$ cat src/rtl/spi_fifo_bridge_pkg.sv
// Shared definitions for the SPI FIFO bridge: parameter defaults and the
// sequencer state encoding used by spi_fifo_bridge.
package spi_fifo_bridge_pkg;

    localparam int DEF_DATA_W  = 32;
    localparam int DEF_CLK_DIV = 4;
    localparam int DEF_CNT_W   = 16;

    typedef enum logic [2:0] {
        ST_IDLE,
        ST_FETCH,
        ST_LOAD,
        ST_CS_SETUP,
        ST_SHIFT,
        ST_CS_HOLD,
        ST_PUSH,
        ST_GAP
    } state_t;

endpackage

$ cat src/rtl/spi_fifo_bridge_if.sv
// Bus bundle between the bridge and its surroundings: FIFO A read side,
// FIFO B write side and the SPI pins.
//   master : the bridge (reads FIFO A, writes FIFO B, drives SPI pins)
//   slave  : the FIFOs / chip side
interface spi_fifo_bridge_if
    import spi_fifo_bridge_pkg::*;
#(
    parameter int DATA_W = DEF_DATA_W
);
    logic [DATA_W-1:0] fifoa_dout;
    logic              fifoa_empty;
    logic              fifoa_rd_en;
    logic [DATA_W-1:0] fifob_din;
    logic              fifob_wr_en;
    logic              fifob_full;
    logic              spi_sck;
    logic              spi_mosi;
    logic              spi_miso;
    logic              spi_cs;

    modport master (
        input  fifoa_dout, fifoa_empty, fifob_full, spi_miso,
        output fifoa_rd_en, fifob_din, fifob_wr_en, spi_sck, spi_mosi, spi_cs
    );

    modport slave (
        output fifoa_dout, fifoa_empty, fifob_full, spi_miso,
        input  fifoa_rd_en, fifob_din, fifob_wr_en, spi_sck, spi_mosi, spi_cs
    );
endinterface

$ cat src/rtl/spi_fifo_bridge_shift_core.sv
// spi_shift_core: SPI mode-0 shifter (MSB first) with SCK divider.
//   clk, rst   : clock, synchronous active-high reset
//   load       : latch load_data into the transmit register, restart divider
//   load_data  : word to transmit
//   go         : run the divider / shifting while high
//   miso       : serial input, sampled on SCK rising edges
//   sck, mosi  : serial clock (idles low) and data out (tx MSB)
//   rx_data    : received word
//   word_done  : high on the cycle that produces the DATA_W-th falling edge
module spi_shift_core
    import spi_fifo_bridge_pkg::*;
#(
    parameter int DATA_W  = DEF_DATA_W,
    parameter int CLK_DIV = DEF_CLK_DIV
) (
    input  logic              clk,
    input  logic              rst,
    input  logic              load,
    input  logic [DATA_W-1:0] load_data,
    input  logic              go,
    input  logic              miso,
    output logic              sck,
    output logic              mosi,
    output logic [DATA_W-1:0] rx_data,
    output logic              word_done
);
    localparam int DIV_W = $clog2(CLK_DIV);
    localparam int BIT_W = $clog2(DATA_W);

    logic [DIV_W-1:0]  div_cnt;
    logic [BIT_W-1:0]  bit_cnt;
    logic [DATA_W-1:0] tx_shift;
    logic [DATA_W-1:0] rx_shift;
    logic              sck_q;
    logic              tick;

    // tick marks the last cycle of an SCK half period
    assign tick      = go && (div_cnt == DIV_W'(CLK_DIV - 1));
    assign word_done = tick && sck_q && (bit_cnt == BIT_W'(DATA_W - 1));

    assign sck     = sck_q;
    assign mosi    = tx_shift[DATA_W-1];
    assign rx_data = rx_shift;

    always_ff @(posedge clk) begin
        if (rst) begin
            div_cnt  <= '0;
            bit_cnt  <= '0;
            tx_shift <= '0;
            rx_shift <= '0;
            sck_q    <= 1'b0;
        end else if (load) begin
            tx_shift <= load_data;
            div_cnt  <= '0;
            bit_cnt  <= '0;
            sck_q    <= 1'b0;
        end else if (go) begin
            if (tick) begin
                div_cnt <= '0;
                sck_q   <= ~sck_q;
                if (!sck_q) begin
                    rx_shift <= {rx_shift[DATA_W-2:0], miso};
                end else begin
                    tx_shift <= {tx_shift[DATA_W-2:0], 1'b0};
                    bit_cnt  <= bit_cnt + BIT_W'(1);
                end
            end else begin
                div_cnt <= div_cnt + DIV_W'(1);
            end
        end
    end
endmodule

$ cat src/rtl/spi_fifo_bridge.sv
// spi_fifo_bridge: drains FIFO A word by word over SPI and pushes each word
// received on MISO into FIFO B.
//   clk, rst  : okClk, synchronous active-high reset
//   start     : one-cycle batch trigger (ignored while busy)
//   bus       : FIFO A/B handshakes and SPI pins (master side)
//   busy      : state is not IDLE
//   done      : one-cycle pulse at the end of a batch
//   word_cnt  : words completed since the last start, saturating
module spi_fifo_bridge
    import spi_fifo_bridge_pkg::*;
#(
    parameter int DATA_W  = DEF_DATA_W,
    parameter int CLK_DIV = DEF_CLK_DIV,
    parameter int CNT_W   = DEF_CNT_W
) (
    input  logic                clk,
    input  logic                rst,
    input  logic                start,
    spi_fifo_bridge_if.master   bus,
    output logic                busy,
    output logic                done,
    output logic [CNT_W-1:0]    word_cnt
);
    localparam int TMR_W = $clog2(CLK_DIV);

    state_t           state, state_nx;
    logic [TMR_W-1:0] tmr;
    logic             tmr_last;
    logic             timed;
    logic             done_nx;
    logic             clr_cnt;
    logic             word_done;
    logic             push;

    assign tmr_last = (tmr == TMR_W'(CLK_DIV - 1));
    assign timed    = (state == ST_CS_SETUP) || (state == ST_CS_HOLD) || (state == ST_GAP);
    assign push     = (state == ST_PUSH) && !bus.fifob_full;

    assign bus.fifoa_rd_en = (state == ST_FETCH) && !bus.fifoa_empty;
    assign bus.fifob_wr_en = push;
    assign bus.spi_cs      = !((state == ST_CS_SETUP) || (state == ST_SHIFT) || (state == ST_CS_HOLD));
    assign busy            = (state != ST_IDLE);

    spi_shift_core #(
        .DATA_W  (DATA_W),
        .CLK_DIV (CLK_DIV)
    ) u_core (
        .clk       (clk),
        .rst       (rst),
        .load      (state == ST_LOAD),
        .load_data (bus.fifoa_dout),
        .go        (state == ST_SHIFT),
        .miso      (bus.spi_miso),
        .sck       (bus.spi_sck),
        .mosi      (bus.spi_mosi),
        .rx_data   (bus.fifob_din),
        .word_done (word_done)
    );

    always_comb begin
        state_nx = state;
        done_nx  = 1'b0;
        clr_cnt  = 1'b0;
        unique case (state)
            ST_IDLE: begin
                if (start) begin
                    clr_cnt = 1'b1;
                    if (!bus.fifoa_empty) state_nx = ST_FETCH;
                    else                  done_nx  = 1'b1;
                end
            end
            ST_FETCH:    state_nx = ST_LOAD;
            ST_LOAD:     state_nx = ST_CS_SETUP;
            ST_CS_SETUP: if (tmr_last) state_nx = ST_SHIFT;
            ST_SHIFT:    if (word_done) state_nx = ST_CS_HOLD;
            ST_CS_HOLD:  if (tmr_last) state_nx = ST_PUSH;
            ST_PUSH:     if (!bus.fifob_full) state_nx = ST_GAP;
            ST_GAP: begin
                // Words arriving in FIFO A during the batch are picked up here.
                if (tmr_last) begin
                    if (!bus.fifoa_empty) begin
                        state_nx = ST_FETCH;
                    end else begin
                        state_nx = ST_IDLE;
                        done_nx  = 1'b1;
                    end
                end
            end
            default:     state_nx = ST_IDLE;
        endcase
    end

    always_ff @(posedge clk) begin
        if (rst) begin
            state    <= ST_IDLE;
            tmr      <= '0;
            done     <= 1'b0;
            word_cnt <= '0;
        end else begin
            state <= state_nx;
            done  <= done_nx;
            if (state_nx != state) tmr <= '0;
            else if (timed)        tmr <= tmr + TMR_W'(1);
            if (clr_cnt)                     word_cnt <= '0;
            else if (push && word_cnt != '1) word_cnt <= word_cnt + CNT_W'(1);
        end
    end
endmodule

$ cat src/flat_wrapper.sv
// flat-port wrapper written by rule: the top's interface ports become plain ports
module spi_fifo_bridge_flat import spi_fifo_bridge_pkg::*;
#(
    parameter int DATA_W  = DEF_DATA_W,
    parameter int CLK_DIV = DEF_CLK_DIV,
    parameter int CNT_W   = DEF_CNT_W
)
  (clk, rst, start, busy, done, word_cnt, bus_fifoa_dout, bus_fifoa_empty, bus_fifob_full, bus_spi_miso, bus_fifoa_rd_en, bus_fifob_din, bus_fifob_wr_en, bus_spi_sck, bus_spi_mosi, bus_spi_cs);
  spi_fifo_bridge_if #(.DATA_W(DATA_W)) bus_i ();
  input  logic clk;
  input  logic rst;
  input  logic start;
  output logic busy;
  output logic done;
  output logic [CNT_W-1:0] word_cnt;
  input wire logic [$bits(bus_i.fifoa_dout)-1:0] bus_fifoa_dout;
  input wire logic [$bits(bus_i.fifoa_empty)-1:0] bus_fifoa_empty;
  input wire logic [$bits(bus_i.fifob_full)-1:0] bus_fifob_full;
  input wire logic [$bits(bus_i.spi_miso)-1:0] bus_spi_miso;
  output wire logic [$bits(bus_i.fifoa_rd_en)-1:0] bus_fifoa_rd_en;
  output wire logic [$bits(bus_i.fifob_din)-1:0] bus_fifob_din;
  output wire logic [$bits(bus_i.fifob_wr_en)-1:0] bus_fifob_wr_en;
  output wire logic [$bits(bus_i.spi_sck)-1:0] bus_spi_sck;
  output wire logic [$bits(bus_i.spi_mosi)-1:0] bus_spi_mosi;
  output wire logic [$bits(bus_i.spi_cs)-1:0] bus_spi_cs;
  assign bus_i.fifoa_dout = bus_fifoa_dout;
  assign bus_i.fifoa_empty = bus_fifoa_empty;
  assign bus_i.fifob_full = bus_fifob_full;
  assign bus_i.spi_miso = bus_spi_miso;
  assign bus_fifoa_rd_en = bus_i.fifoa_rd_en;
  assign bus_fifob_din = bus_i.fifob_din;
  assign bus_fifob_wr_en = bus_i.fifob_wr_en;
  assign bus_spi_sck = bus_i.spi_sck;
  assign bus_spi_mosi = bus_i.spi_mosi;
  assign bus_spi_cs = bus_i.spi_cs;
  spi_fifo_bridge #(.DATA_W(DATA_W), .CLK_DIV(CLK_DIV), .CNT_W(CNT_W)) u_core (.clk(clk), .rst(rst), .start(start), .bus(bus_i), .busy(busy), .done(done), .word_cnt(word_cnt));
endmodule
$ cat config.mk
export PLATFORM = sky130hd
export DESIGN_NAME = spi_fifo_bridge_flat
export DESIGN_NICKNAME = d
export VERILOG_FILES = /design/src/rtl/spi_fifo_bridge_pkg.sv /design/src/rtl/spi_fifo_bridge_if.sv /design/src/rtl/spi_fifo_bridge_shift_core.sv /design/src/rtl/spi_fifo_bridge.sv /design/src/flat_wrapper.sv
export SDC_FILE = /design/constraint.sdc
export NUM_CORES = 1
export LEC_CHECK = 0
export ABC_AREA = 1
export BUFFER_PORTS_ARGS = -buffer_cell sky130_fd_sc_hd__clkbuf_2
export CORE_MARGIN = 2
export CORE_UTILIZATION = 46
export CTS_CLUSTER_DIAMETER = 60
export CTS_CLUSTER_SIZE = 12
export DETAILED_ROUTE_END_ITERATION = 8
export PLACE_DENSITY_LB_ADDON = 0.08
export SLEW_MARGIN = 20
export SYNTH_ARGS = -nofsm -noshare
export SYNTH_HDL_FRONTEND = slang
export SYNTH_SLANG_ARGS = --single-unit
$ cat constraint.sdc
create_clock -name clk -period 4.4 [get_ports clk]
set_input_delay 0.66 -clock clk [delete_from_list [all_inputs] [get_ports clk]]
set_output_delay 0.66 -clock clk [all_outputs]
set_load 0.005 [all_outputs]
Word level (Yosys, flattened, before mapping)
Cells that the tools add are included.
{ "word_totals": {"ff_bits": 94, "output_inout_bits": 55} }
{ "op_classes": {"addsub": 4, "eq_ne": 12, "mux": 20, "bitwise_logic": 2, "reduce_logical": 25} }
{ "ops": {"columns": ["cell", "count"], "rows": [
  ["$mux W32", 4],
  ["$pmux W3 S8", 1],
  ["$mux W3", 7],
  ["$add A16 B1 Y16 const B", 1],
  ["$ne A16 B16 Y1 const B", 1],
  ["$eq A3 B3 Y1 const B", 4],
  ["$eq A3 B2 Y1 const B", 2],
  ["$logic_and A1 B1 Y1", 6],
  ["$mux W1", 6],
  ["$reduce_and A3 Y1", 2],
  ["$reduce_bool A2 Y1", 3],
  ["$reduce_or A2 Y1", 3],
  ["$add A5 B1 Y5 const B", 1],
  ["$eq A5 B5 Y1 const B", 1],
  ["$add A2 B1 Y2 const B", 2],
  ["$eq A2 B2 Y1 const B", 2],
  ["$logic_or A1 B1 Y1", 4],
  ["$reduce_and A4 Y1", 1],
  ["$eq A3 B1 Y1 const B", 1],
  ["$logic_not A1 Y1", 3],
  ["$logic_not A3 Y1", 1],
  ["$ne A3 B3 Y1", 1],
  ["$reduce_bool A3 Y1", 1],
  ["$mux W2", 1],
  ["3 further kinds", 4]
]} }

Longest topological paths before layout
Gate-level depths: netlist of run 1.
{ "depth": {"depth_word": 8, "mapped_depth": 11, "depth_no_buf": 10} }

Cells and area by module
A second synthesis of run 1 with hierarchy kept.
{ "unflattened": {"cells_unflattened": 632, "hier_area_um2": 4398.0} }
{ "modules_own_cells": {"columns": ["module", "n_inst", "cells_per_inst", "area_each_um2"], "rows": [
  ["spi_shift_core", 1, 418, 3000.4],
  ["spi_fifo_bridge", 1, 214, 1397.6]
]} }

Worst setup path after synthesis of run 1
OpenSTA, ideal clock, no wires.
{ "synth_timing": {"kind": "input port to flip-flop", "startpoint": "input rst", "endpoint": "register u_core.u_core.rx_shift[31] (netlist: u_core.u_core.rx_data[31])", "setup_time_ns": 0.138, "t_arrival_ns": 1.605, "path_slack_ns": 2.657, "path_stages": 4, "n_path_buf": 3, "path_cell_list": "clkbuf_1 -> clkbuf_1 -> clkbuf_1 -> nor2_1"} }
{ "synth_rtl": {"columns": ["element", "line", "text"], "rows": [
  ["from (decl)", "flat_wrapper.sv:11", "input logic rst;"],
  ["to (signal assigned)", "spi_fifo_bridge_shift_core.sv:62", "rx_shift <= {rx_shift[DATA_W-2:0], miso};"],
  ["to (decl)", "spi_fifo_bridge_shift_core.sv:33", "logic [DATA_W-1:0] rx_shift;"]
]} }
No word-level cell between the ends.

Final worst setup path of run 1
{ "layout_timing": {"startpoint": "register u_core.state[0]", "endpoint": "output bus_fifoa_rd_en"} }
{ "layout_between": {"elab_chain_cells": 2} }
{ "layout_lines": {"columns": ["element", "line", "text"], "rows": [
  ["from (decl)", "spi_fifo_bridge.sv:26", "state_t state, state_nx;"],
  ["from (signal assigned)", "spi_fifo_bridge.sv:100", "state <= state_nx;"],
  ["$eq A3 B1 Y1", "spi_fifo_bridge.sv:39", "assign bus.fifoa_rd_en = (state == ST_FETCH) && !bus.fifoa_empty;"],
  ["$logic_and A1 B1 Y1", "spi_fifo_bridge.sv:39", null],
  ["to (decl)", "flat_wrapper.sv:20", "output wire logic [$bits(bus_i.fifoa_rd_en)-1:0] bus_fifoa_rd_en;"]
]} }
No other way between the ends.

==> impl_metrics.py, run 1 <==
metrics = {
    "outcome": {
        "status": "completed",
    },
    "timing": {
        "relSlewSlack_pct": 49.22,
        "final_critical_path_setup_slack_ps": 2234,
        "setup_total_negative_slack_ps": 0,
        "period_share_pct": 49.23,
        "worst_clock_skew_on_the_final_layout_ps": 13.78,
        "hold_viol": 0,
        "report.final.slew_viol_count": 0,
        "unrepaired_setup_endpoints_after_global_routing": "no",
        "tightestPinTransition_ps": 761.6,
        "timing.final.crit_period_ps": 2166,
        "finalSetupViolations": 0,
        "max_clock_freq_ghz": 0.4617,
        "holdWs_ps": 469.1,
    },
    "floorplan": {
        "core_region_area_mm2": 0.008763,
        "rows": 34,
        "pin_count": 93,
        "dieArea_mm2": 0.009852,
        "die_height_um": 99.26,
        "initial_utilization_pct": 47.63,
        "die_w_um": 99.26,
    },
    "power_and_ir_drop": {
        "p_leak_nw": 1.854,
        "power.net_switching_mw": 0.3895,
        "power.internal_mw": 1.193,
        "power_per_cell_area_mw_per_mm2": 328.0,
        "switching_share_pct": 24.62,
        "maximum_vdd_drop_v": 0.0001630,
        "power.share.combinational_pct": 6.7,
        "clkPwrFrac_pct": 37.5,
        "sequentialPowerShare_pct": 55.8,
    },
    "drt": {
        "routed-via-count": 3715,
        "postRouteAntennaNets": 0,
        "first_iter_violations": 168,
        "drt-wirelength-per-cell_um": 11.90,
        "detail_route.wirelength_mm": 8.827,
        "vias_per_cell": 5.007,
        "first_pass_iters": 4,
        "route.detailed.drc": 0,
    },
    "global_routing": {
        "antenna_found_initial": 0,
        "grt_pass1_wl_mm": 15.08,
        "grt_usage_pct": 18.32,
        "pin_count_of_the_biggest_net_entering_global_routing": 65,
        "grt_pass1_vias": 3416,
        "overflow": 0,
    },
    "critical_path": {
        "worst_path_largest_cell_delay_ps": 600,
        "worstPathRequired_ps": 3740,
        "critPathKind": "register to output port",
        "crit_path_top_delay_cell": "sky130_fd_sc_hd__dfxtp_1",
        "timing.critical_path.cells": "inv_2, nor4_1, clkbuf_2",
        "worst_setup_path_startpoint": "u_core.state[0]",
        "timing.critical_path.to": "bus_fifoa_rd_en",
        "crit_path_start_kind": "register",
        "r2r-start": "u_core.state[0]",
        "reg2reg_slack_ps": 2240,
        "r2r_end": "u_core.u_core.tx_shift[7]",
        "critical_path.endpoint_type": "output port",
        "worstRegToRegCells": 8,
        "timing.critical_path.arrival_ps": 1510,
        "critical_path_peak_fanout": 7,
    },
    "placement": {
        "place_ws_ps": 2233,
        "place.gp.congestion": 0.8115,
        "dpl.hpwl_mm": 5.874,
        "io_buffers": 92,
    },
    "logic_synthesis": {
        "synthesis.area_mm2": 0.004174,
        "synth_largest_area_cell": "sky130_fd_sc_hd__dfxtp_1",
        "synth.top_cell.area_share_pct": 45.08,
        "ys_types": 32,
        "average_footprint_of_a_synthesized_cell_um2": 7.562,
        "ys_seq_area_share_pct": 45.08,
        "ys.warnings.count": 0,
        "synthCells": 552,
        "synth_top_cells_by_area": "sky130_fd_sc_hd__dfxtp_1 (45%), sky130_fd_sc_hd__nand2_1 (14%), sky130_fd_sc_hd__a21oi_1 (7.0%)",
        "postSynthNetCount": 595,
        "yosys_register_bits": 94,
    },
    "cts": {
        "htreeDepth": 3,
        "post_cts_repair_resize_count": 0,
        "tritoncts": "built",
        "cts_made_buffers": 9,
        "path_clk_slew_ps": 100,
        "cts.sink_count": 94,
        "cell_at_the_root_of_the_clock_tree": "sky130_fd_sc_hd__clkbuf_8",
        "max-clock-path-buffers": 2,
        "postCtsSetupRepairBufs": 0,
        "cts_hold_repair.buffers": 0,
        "clock_network_latency_to_the_later_pin_of_the_worst_skew_pair_ps": 350,
    },
    "layout": {
        "final-seq-area_mm2": 0.001882,
        "filler_cell_count": 882,
        "post_route_utilization_pct": 55.04,
        "drive_gt1_share_pct": 24.29,
        "multi_input_gate_area_mm2": 0.001948,
        "fin_nets": 672,
        "area_growth_pct": 15.56,
        "antenna-diode-count": 0,
    },
    "min_path": {
        "whs_path_depth": 2,
        "min-delay-path-class": "register to register",
    },
    "flow_run": {
        "max_cap_viol_count": 0,
    },
}
[through the flow]
step           instance area [um^2]  total power, mW  cells
2_1_floorplan                  4174           0.9742    552
3_3_place_gp                   4608            1.006    726
3_5_place_dp                   4617            1.008    726
4_1_cts                        4823            1.605    742
5_1_grt                        4823            1.655    742
6_report                       4823            1.582    742
[worst max-delay path, delay by kind of cell, from the launching register on]
family	cells	cell delay (ps)
buffers and inverters	2	270
DFF	1	600
and+or+nand+nor	1	290
[power by group through the flow]
stage | combinational, mW | sequential, mW | clock (mW)
floorplan | 0.0784 | 0.896 | 0
global placement | 0.103 | 0.903 | 0
detailed placement | 0.106 | 0.903 | 0
CTS | 0.106 | 0.883 | 0.616
global route | 0.120 | 0.886 | 0.649
finish | 0.105 | 0.883 | 0.594
[sequential cells by signal (all words and copies together) (netlist names)]
| signal | cells |
|---|---|
| u_core.state | 3 |
| u_core.word_cnt | 16 |
| u_core.u_core.sck | 1 |
| u_core.tmr | 2 |
| u_core.u_core.tx_shift | 32 |
| u_core.done | 1 |
| u_core.u_core.rx_data | 32 |
| u_core.u_core.bit_cnt | 5 |
| u_core.u_core.div_cnt | 2 |
[cell usage after synthesis (all sizes together)]
cell and number:
nor3 3, nor2 61, nand2 161, nor4 1
or2 1, a221oi 1, inv 43, o21ai 21
buf 18, a21oi 68, clkbuf 12, nand4 4
and2 1, ha 5, xor2 6, xnor2 7
o2111ai 1, a31oi 22, a22oi 10, mux2i 1
dfxtp 94, nand3 11
[routing by layer]
metal  track usage [%]  vias up  share of wire (%)
li1                  -     1942                  -
met1             24.44     1656                 48
met2             29.47      108                 45
met3             3.725        9                5.3
met4             6.744        0                1.2
met5                 0        -                  0
[how the worst min path moves through the flow]
stage	slack, ps	start	end
after floorplan	440	u_core.u_core.tx_shift[0]	u_core.u_core.tx_shift[0]
final	470	u_core.u_core.rx_data[8]	u_core.u_core.rx_data[8]
after global placement	450	u_core.u_core.tx_shift[0]	u_core.u_core.tx_shift[0]
after global routing	490	u_core.u_core.bit_cnt[3]	u_core.u_core.bit_cnt[3]
after detailed placement	460	u_core.u_core.tx_shift[26]	u_core.u_core.tx_shift[26]
after CTS	470	u_core.u_core.tx_shift[26]	u_core.u_core.tx_shift[26]
[cell families (layout without fill, tap and decap cells)]
| kind of cell | count (synthesis) | count (layout) | share of synthesized area, % |
|---|---|---|---|
| and+or+nand+nor | 243 | 243 | 24.91 |
| AOI/OAI and AO/OA | 123 | 123 | 17.09 |
| DFF | 94 | 94 | 45.08 |
| buffers and inverters | 73 | 155 | 8.453 |
| xor gates and xnor gates | 13 | 13 | 2.728 |
| adders and majority gates | 5 | 5 | 1.499 |
| muxes | 1 | 1 | 0.2398 |
[cell usage in the layout (no fill, tap or decap), types with 10 or more instances in the layout]
cell	synthesis	layout
sky130_fd_sc_hd__nand2_1	159	159
sky130_fd_sc_hd__a22oi_1	10	10
sky130_fd_sc_hd__nor2_2	22	21
sky130_fd_sc_hd__dfxtp_1	94	94
sky130_fd_sc_hd__nand3_1	11	11
sky130_fd_sc_hd__clkbuf_8	0	10
sky130_fd_sc_hd__inv_1	39	39
sky130_fd_sc_hd__a21oi_1	58	58
sky130_fd_sc_hd__o21ai_0	13	13
sky130_fd_sc_hd__a21oi_2	10	10
sky130_fd_sc_hd__a31oi_1	22	22
sky130_fd_sc_hd__clkbuf_2	0	92
sky130_fd_sc_hd__nor2_1	38	38
[final cells by class]
cell class	count	share of cell area, %
Clock inverter	6	1.427
Clock buffer	10	2.853
Sequential cell	94	39.01
Timing Repair Buffer	96	10.17
Multi-Input combinational cell	385	40.39
Tap cell	108	2.802
Inverter	43	3.346
No activity file was read; power rests on OpenSTA's default activity.
==> inputs of run 2 (changes only) <==
clock period = 1.85 ns   (was 4.4 ns; I/O delays follow)
==> impl_metrics.py, run 2 (same netlist as run 1, synthesis figures left out) <==
metrics = {
    "layout": {
        "drive_gt1_share_pct": 26.77,
        "fin_nets": 688,
        "area_growth_pct": 19.24,
        "final-seq-area_mm2": 0.001886,
        "commonest_cells_after_routing_fill_and_taps_aside": "sky130_fd_sc_hd__nand2_1 (159), sky130_fd_sc_hd__clkbuf_2 (92), sky130_fd_sc_hd__dfxtp_1 (91)",
        "antenna-diode-count": 0,
        "mostFrequentLayoutCell": "sky130_fd_sc_hd__nand2_1",
        "multi_input_gate_area_mm2": 0.001951,
        "filler_cell_count": 874,
    },
    "timing": {
        "report.final.slew_viol_count": 0,
        "setup_total_negative_slack_ps": 0,
        "period_share_pct": 95.06,
        "worst_clock_skew_on_the_final_layout_ps": 15.08,
        "hold_viol": 0,
        "max_clock_freq_ghz": 0.5686,
        "finalSetupViolations": 0,
        "timing.final.crit_period_ps": 1759,
        "relSlewSlack_pct": 61.74,
        "final_critical_path_setup_slack_ps": 91.31,
        "tightestPinTransition_ps": 573.9,
    },
    "cts": {
        "htreeDepth": 3,
        "tritoncts": "built",
        "cts.sink_count": 94,
        "path_clk_slew_ps": 90,
        "cell_at_the_root_of_the_clock_tree": "sky130_fd_sc_hd__clkbuf_8",
        "clock_network_latency_to_the_later_pin_of_the_worst_skew_pair_ps": 360,
        "cts_made_buffers": 9,
        "cts_hold_repair.buffers": 0,
        "max-clock-path-buffers": 2,
    },
    "floorplan": {
        "core_region_area_mm2": 0.008763,
        "die_height_um": 99.26,
        "pin_count": 93,
        "rows": 34,
        "die_w_um": 99.26,
        "dieArea_mm2": 0.009852,
        "initial_utilization_pct": 47.63,
    },
    "critical_path": {
        "crit_path_start_kind": "register",
        "worst-path-buf-inv": 3,
        "critical_path.endpoint_type": "output port",
        "crit_path_top_delay_cell": "sky130_fd_sc_hd__dfxtp_1",
        "timing.critical_path.cells": "buf_4, inv_2, nor4_2, clkbuf_2",
        "worst_path_largest_cell_delay_ps": 440,
        "critical_path.top_delay_family": "flip-flops",
        "critPathKind": "register to output port",
        "critical_path_peak_fanout": 6,
        "worstPathRequired_ps": 1570,
        "timing.critical_path.arrival_ps": 1480,
    },
    "drt": {
        "first_iter_violations": 119,
        "vias_per_cell": 4.953,
        "detail_route.wirelength_mm": 9.021,
        "route.detailed.drc": 0,
        "first_pass_iters": 4,
        "routed-via-count": 3754,
        "drt-wirelength-per-cell_um": 11.90,
        "postRouteAntennaNets": 0,
    },
    "placement": {
        "place_ws_ps": 108.3,
        "io_buffers": 92,
        "place.gp.congestion": 0.8562,
        "dpl.hpwl_mm": 6.320,
    },
    "global_routing": {
        "grt_usage_pct": 19.05,
        "grt_pass1_wl_mm": 15.61,
        "antenna_found_initial": 0,
        "pin_count_of_the_biggest_net_entering_global_routing": 50,
        "grt_pass1_vias": 3542,
        "overflow": 0,
    },
    "outcome": {
        "status": "completed",
    },
    "flow_run": {
        "max_cap_viol_count": 0,
    },
    "power_and_ir_drop": {
        "p_leak_nw": 1.940,
        "total_power_mw": 3.748,
        "maximum_vdd_drop_v": 0.0004364,
        "power_per_cell_area_mw_per_mm2": 753.1,
    },
    "min_path": {
        "min-delay-path-class": "input port to register",
    },
}
run 2: per-layer routing:
metal / global-route usage, % / wire, um / up-vias
met3: 4.568 / 429 / 6
met2: 31.08 / 4169 / 89
met4: 6.744 / 69 / 0
met5: 0 / 0 / -
li1: - / - / 1980
met1: 24.76 / 4353 / 1679
run 2: path summary, 6_finish.rpt:
path              slack, ps                       from  cells past startpoint                         end
setup / recovery         90            u_core.state[0]                      4             bus_fifoa_rd_en
hold reg to reg         470  u_core.u_core.tx_shift[7]                      2   u_core.u_core.tx_shift[7]
setup reg to reg        180         u_core.word_cnt[1]                     10          u_core.word_cnt[0]
hold / removal          170         bus_fifoa_dout[15]                      3  u_core.u_core.tx_shift[15]
run 2: power breakdown:
| group | switching [mW] | internal (mW) | total, mW |
|---|---|---|---|
| logic | 0.159 | 0.112 | 0.271 |
| registers | 0.0318 | 2.07 | 2.10 |
| clock network | 0.740 | 0.638 | 1.38 |
| total | 0.931 | 2.82 | 3.75 |
run 2: metrics by stage:
stage / util, % / area [um^2] / hold slack [ps] / std cells
floorplan: - / 4174 / 426.5 / 552
global route: 56.80 / 4977 / 154.7 / 758
detailed placement: 54.30 / 4758 / 458.8 / 741
CTS: 56.54 / 4955 / 150.3 / 757
finish: 56.80 / 4977 / 165.9 / 758
global placement: 54.30 / 4758 / 448.2 / 741
run 2: cell type report:
class                   count  share of cell area, %
flip-flops and latches     94                  37.88
clock buffers              10                  2.564
multi-input cells         385                  39.19
well taps                 108                  2.715
inverters                  43                  3.243
repair buffers            112                  13.02
clock inverters             6                  1.383
run 2: worst register-to-register path, stage by stage, from the launching register on:
cell and delay [ps]:
sky130_fd_sc_hd__dfxtp_1 390, sky130_fd_sc_hd__ha_2 230, sky130_fd_sc_hd__nand2_1 60, sky130_fd_sc_hd__inv_1 70
sky130_fd_sc_hd__nand2_1 80, sky130_fd_sc_hd__nor2_2 160, sky130_fd_sc_hd__nand3_1 90, sky130_fd_sc_hd__nand2_1 90
sky130_fd_sc_hd__buf_4 180, sky130_fd_sc_hd__nand2_1 70, sky130_fd_sc_hd__a21oi_1 160
run 2: timing repair:
action,CTS,global route
endpoints found under the setup margin,0,14
buffers inserted,0,1
resized for setup,0,6
==> inputs of run 3 (changes only) <==
CAP_MARGIN = 20   (was default)
MAX_ROUTING_LAYER = met4   (was default)
clock period = 2.2 ns   (was 1.85 ns; I/O delays follow)
==> impl_metrics.py, run 3 (same netlist as run 1, synthesis figures left out) <==
metrics = {
    "outcome": {
        "status": "completed",
    },
    "drt": {
        "first_pass_iters": 4,
        "detail_route.wirelength_mm": 8.882,
        "first_iter_violations": 147,
        "postRouteAntennaNets": 0,
        "routed-via-count": 3733,
        "drt-wirelength-per-cell_um": 11.89,
        "route.detailed.drc": 0,
        "vias_per_cell": 4.997,
    },
    "cts": {
        "max-clock-path-buffers": 2,
        "path_clk_slew_ps": 90,
        "cell_at_the_root_of_the_clock_tree": "sky130_fd_sc_hd__clkbuf_8",
        "cts.sink_count": 94,
        "clock_network_latency_to_the_later_pin_of_the_worst_skew_pair_ps": 360,
        "htreeDepth": 3,
        "cts_hold_repair.buffers": 0,
        "tritoncts": "built",
        "cts_made_buffers": 9,
        "postCtsSetupRepairBufs": 0,
        "post_cts_repair_resize_count": 0,
    },
    "timing": {
        "max_clock_freq_ghz": 0.5472,
        "hold_viol": 0,
        "relSlewSlack_pct": 58.44,
        "period_share_pct": 83.06,
        "report.final.slew_viol_count": 0,
        "timing.final.crit_period_ps": 1827,
        "final_critical_path_setup_slack_ps": 372.7,
        "tightestPinTransition_ps": 622.7,
        "holdWs_ps": 209.9,
        "finalSetupViolations": 0,
        "setup_total_negative_slack_ps": 0,
        "worst_clock_skew_on_the_final_layout_ps": 11.73,
        "unrepaired_setup_endpoints_after_global_routing": "no",
    },
    "critical_path": {
        "critical_path_peak_fanout": 7,
        "reg2reg_slack_ps": 390,
        "worst_path_largest_cell_delay_ps": 610,
        "timing.critical_path.arrival_ps": 1500,
        "worstPathRequired_ps": 1870,
        "timing.critical_path.cells": "inv_2, nor4_1, clkbuf_2",
        "worstRegToRegCells": 10,
        "critPathKind": "register to output port",
        "r2r-start": "u_core.word_cnt[0]",
        "crit_path_top_delay_cell": "sky130_fd_sc_hd__dfxtp_1",
        "r2r_end": "u_core.word_cnt[8]",
        "critical_path.endpoint_type": "output port",
        "crit_path_start_kind": "register",
    },
    "layout": {
        "commonest_cells_after_routing_fill_and_taps_aside": "sky130_fd_sc_hd__nand2_1 (159), sky130_fd_sc_hd__dfxtp_1 (94), sky130_fd_sc_hd__clkbuf_2 (92)",
        "multi_input_gate_area_mm2": 0.001939,
        "area_growth_pct": 16.85,
        "final-seq-area_mm2": 0.001882,
        "post-route-cell-area_mm2": 0.004877,
        "final_cell_count_no_fill": 747,
        "post_route_utilization_pct": 55.65,
        "mostFrequentLayoutCell": "sky130_fd_sc_hd__nand2_1",
        "drive_gt1_share_pct": 24.73,
        "antenna-diode-count": 0,
        "fin_nets": 677,
        "filler_cell_count": 880,
    },
    "floorplan": {
        "dieArea_mm2": 0.009852,
        "initial_utilization_pct": 47.63,
        "core_region_area_mm2": 0.008763,
        "die_height_um": 99.26,
        "die_w_um": 99.26,
        "pin_count": 93,
        "rows": 34,
    },
    "power_and_ir_drop": {
        "p_leak_nw": 1.885,
        "maximum_vdd_drop_v": 0.0002923,
        "total_power_mw": 3.170,
        "power_per_cell_area_mw_per_mm2": 650.0,
    },
    "global_routing": {
        "grt_pass1_vias": 3367,
        "antenna_found_initial": 0,
        "grt_pass1_wl_mm": 15.01,
        "overflow": 0,
        "pin_count_of_the_biggest_net_entering_global_routing": 50,
        "grt_usage_pct": 18.66,
    },
    "placement": {
        "place.gp.congestion": 0.8709,
        "postPlaceCellArea_mm2": 0.004671,
        "place_ws_ps": 393.5,
        "io_buffers": 92,
        "dpl.hpwl_mm": 6.086,
        "placed_cells_incl_taps": 731,
    },
    "min_path": {
        "min-delay-path-class": "input port to register",
        "min_delay_worst_endpoint": "u_core.u_core.tx_shift[0]",
        "startpoint_of_the_lowest_slack_hold_path": "bus_fifoa_dout[0]",
        "whs_path_depth": 3,
    },
    "flow_run": {
        "max_cap_viol_count": 0,
    },
}
run 3: worst max-delay path by stage:
stage	end	from	slack, ps
3_5_place_dp	u_core.word_cnt[10]	u_core.state[1]	390
5_1_grt	u_core.word_cnt[7]	u_core.state[2]	130
4_1_cts	u_core.word_cnt[8]	u_core.word_cnt[0]	350
6_report	bus_fifoa_rd_en	u_core.state[0]	370
3_3_place_gp	u_core.u_core.rx_data[5]	u_core.state[1]	450
2_1_floorplan	u_core.word_cnt[5]	u_core.word_cnt[0]	630
run 3: power by group:
| group | total, mW | switching [mW] | internal, mW |
|---|---|---|---|
| Combinational | 0.210 | 0.125 | 0.0841 |
| Clock | 1.19 | 0.628 | 0.565 |
| Sequential | 1.77 | 0.0298 | 1.74 |
| Total | 3.17 | 0.783 | 2.39 |
run 3: area by class of cell:
| class | instances | area share, % |
|---|---|---|
| clock buffers | 10 | 2.822 |
| clock inverters | 6 | 1.411 |
| inverters | 43 | 3.309 |
| multi-input cells | 385 | 39.76 |
| flip-flops and latches | 94 | 38.58 |
| well taps | 108 | 2.771 |
| repair buffers | 101 | 11.34 |
run 3: layer usage:
layer,track usage [%],wire (um)
met5,-,0
met4,4.215,84
met3,3.725,356
met2,29.37,3920
met1,25.02,4521
run 3: worst max-delay path: cells and delay by family, from the launching register on:
| family | cells | cell delay, ps |
|---|---|---|
| flops | 1 | 610 |
| simple gates | 1 | 260 |
| buf+inv | 2 | 280 |
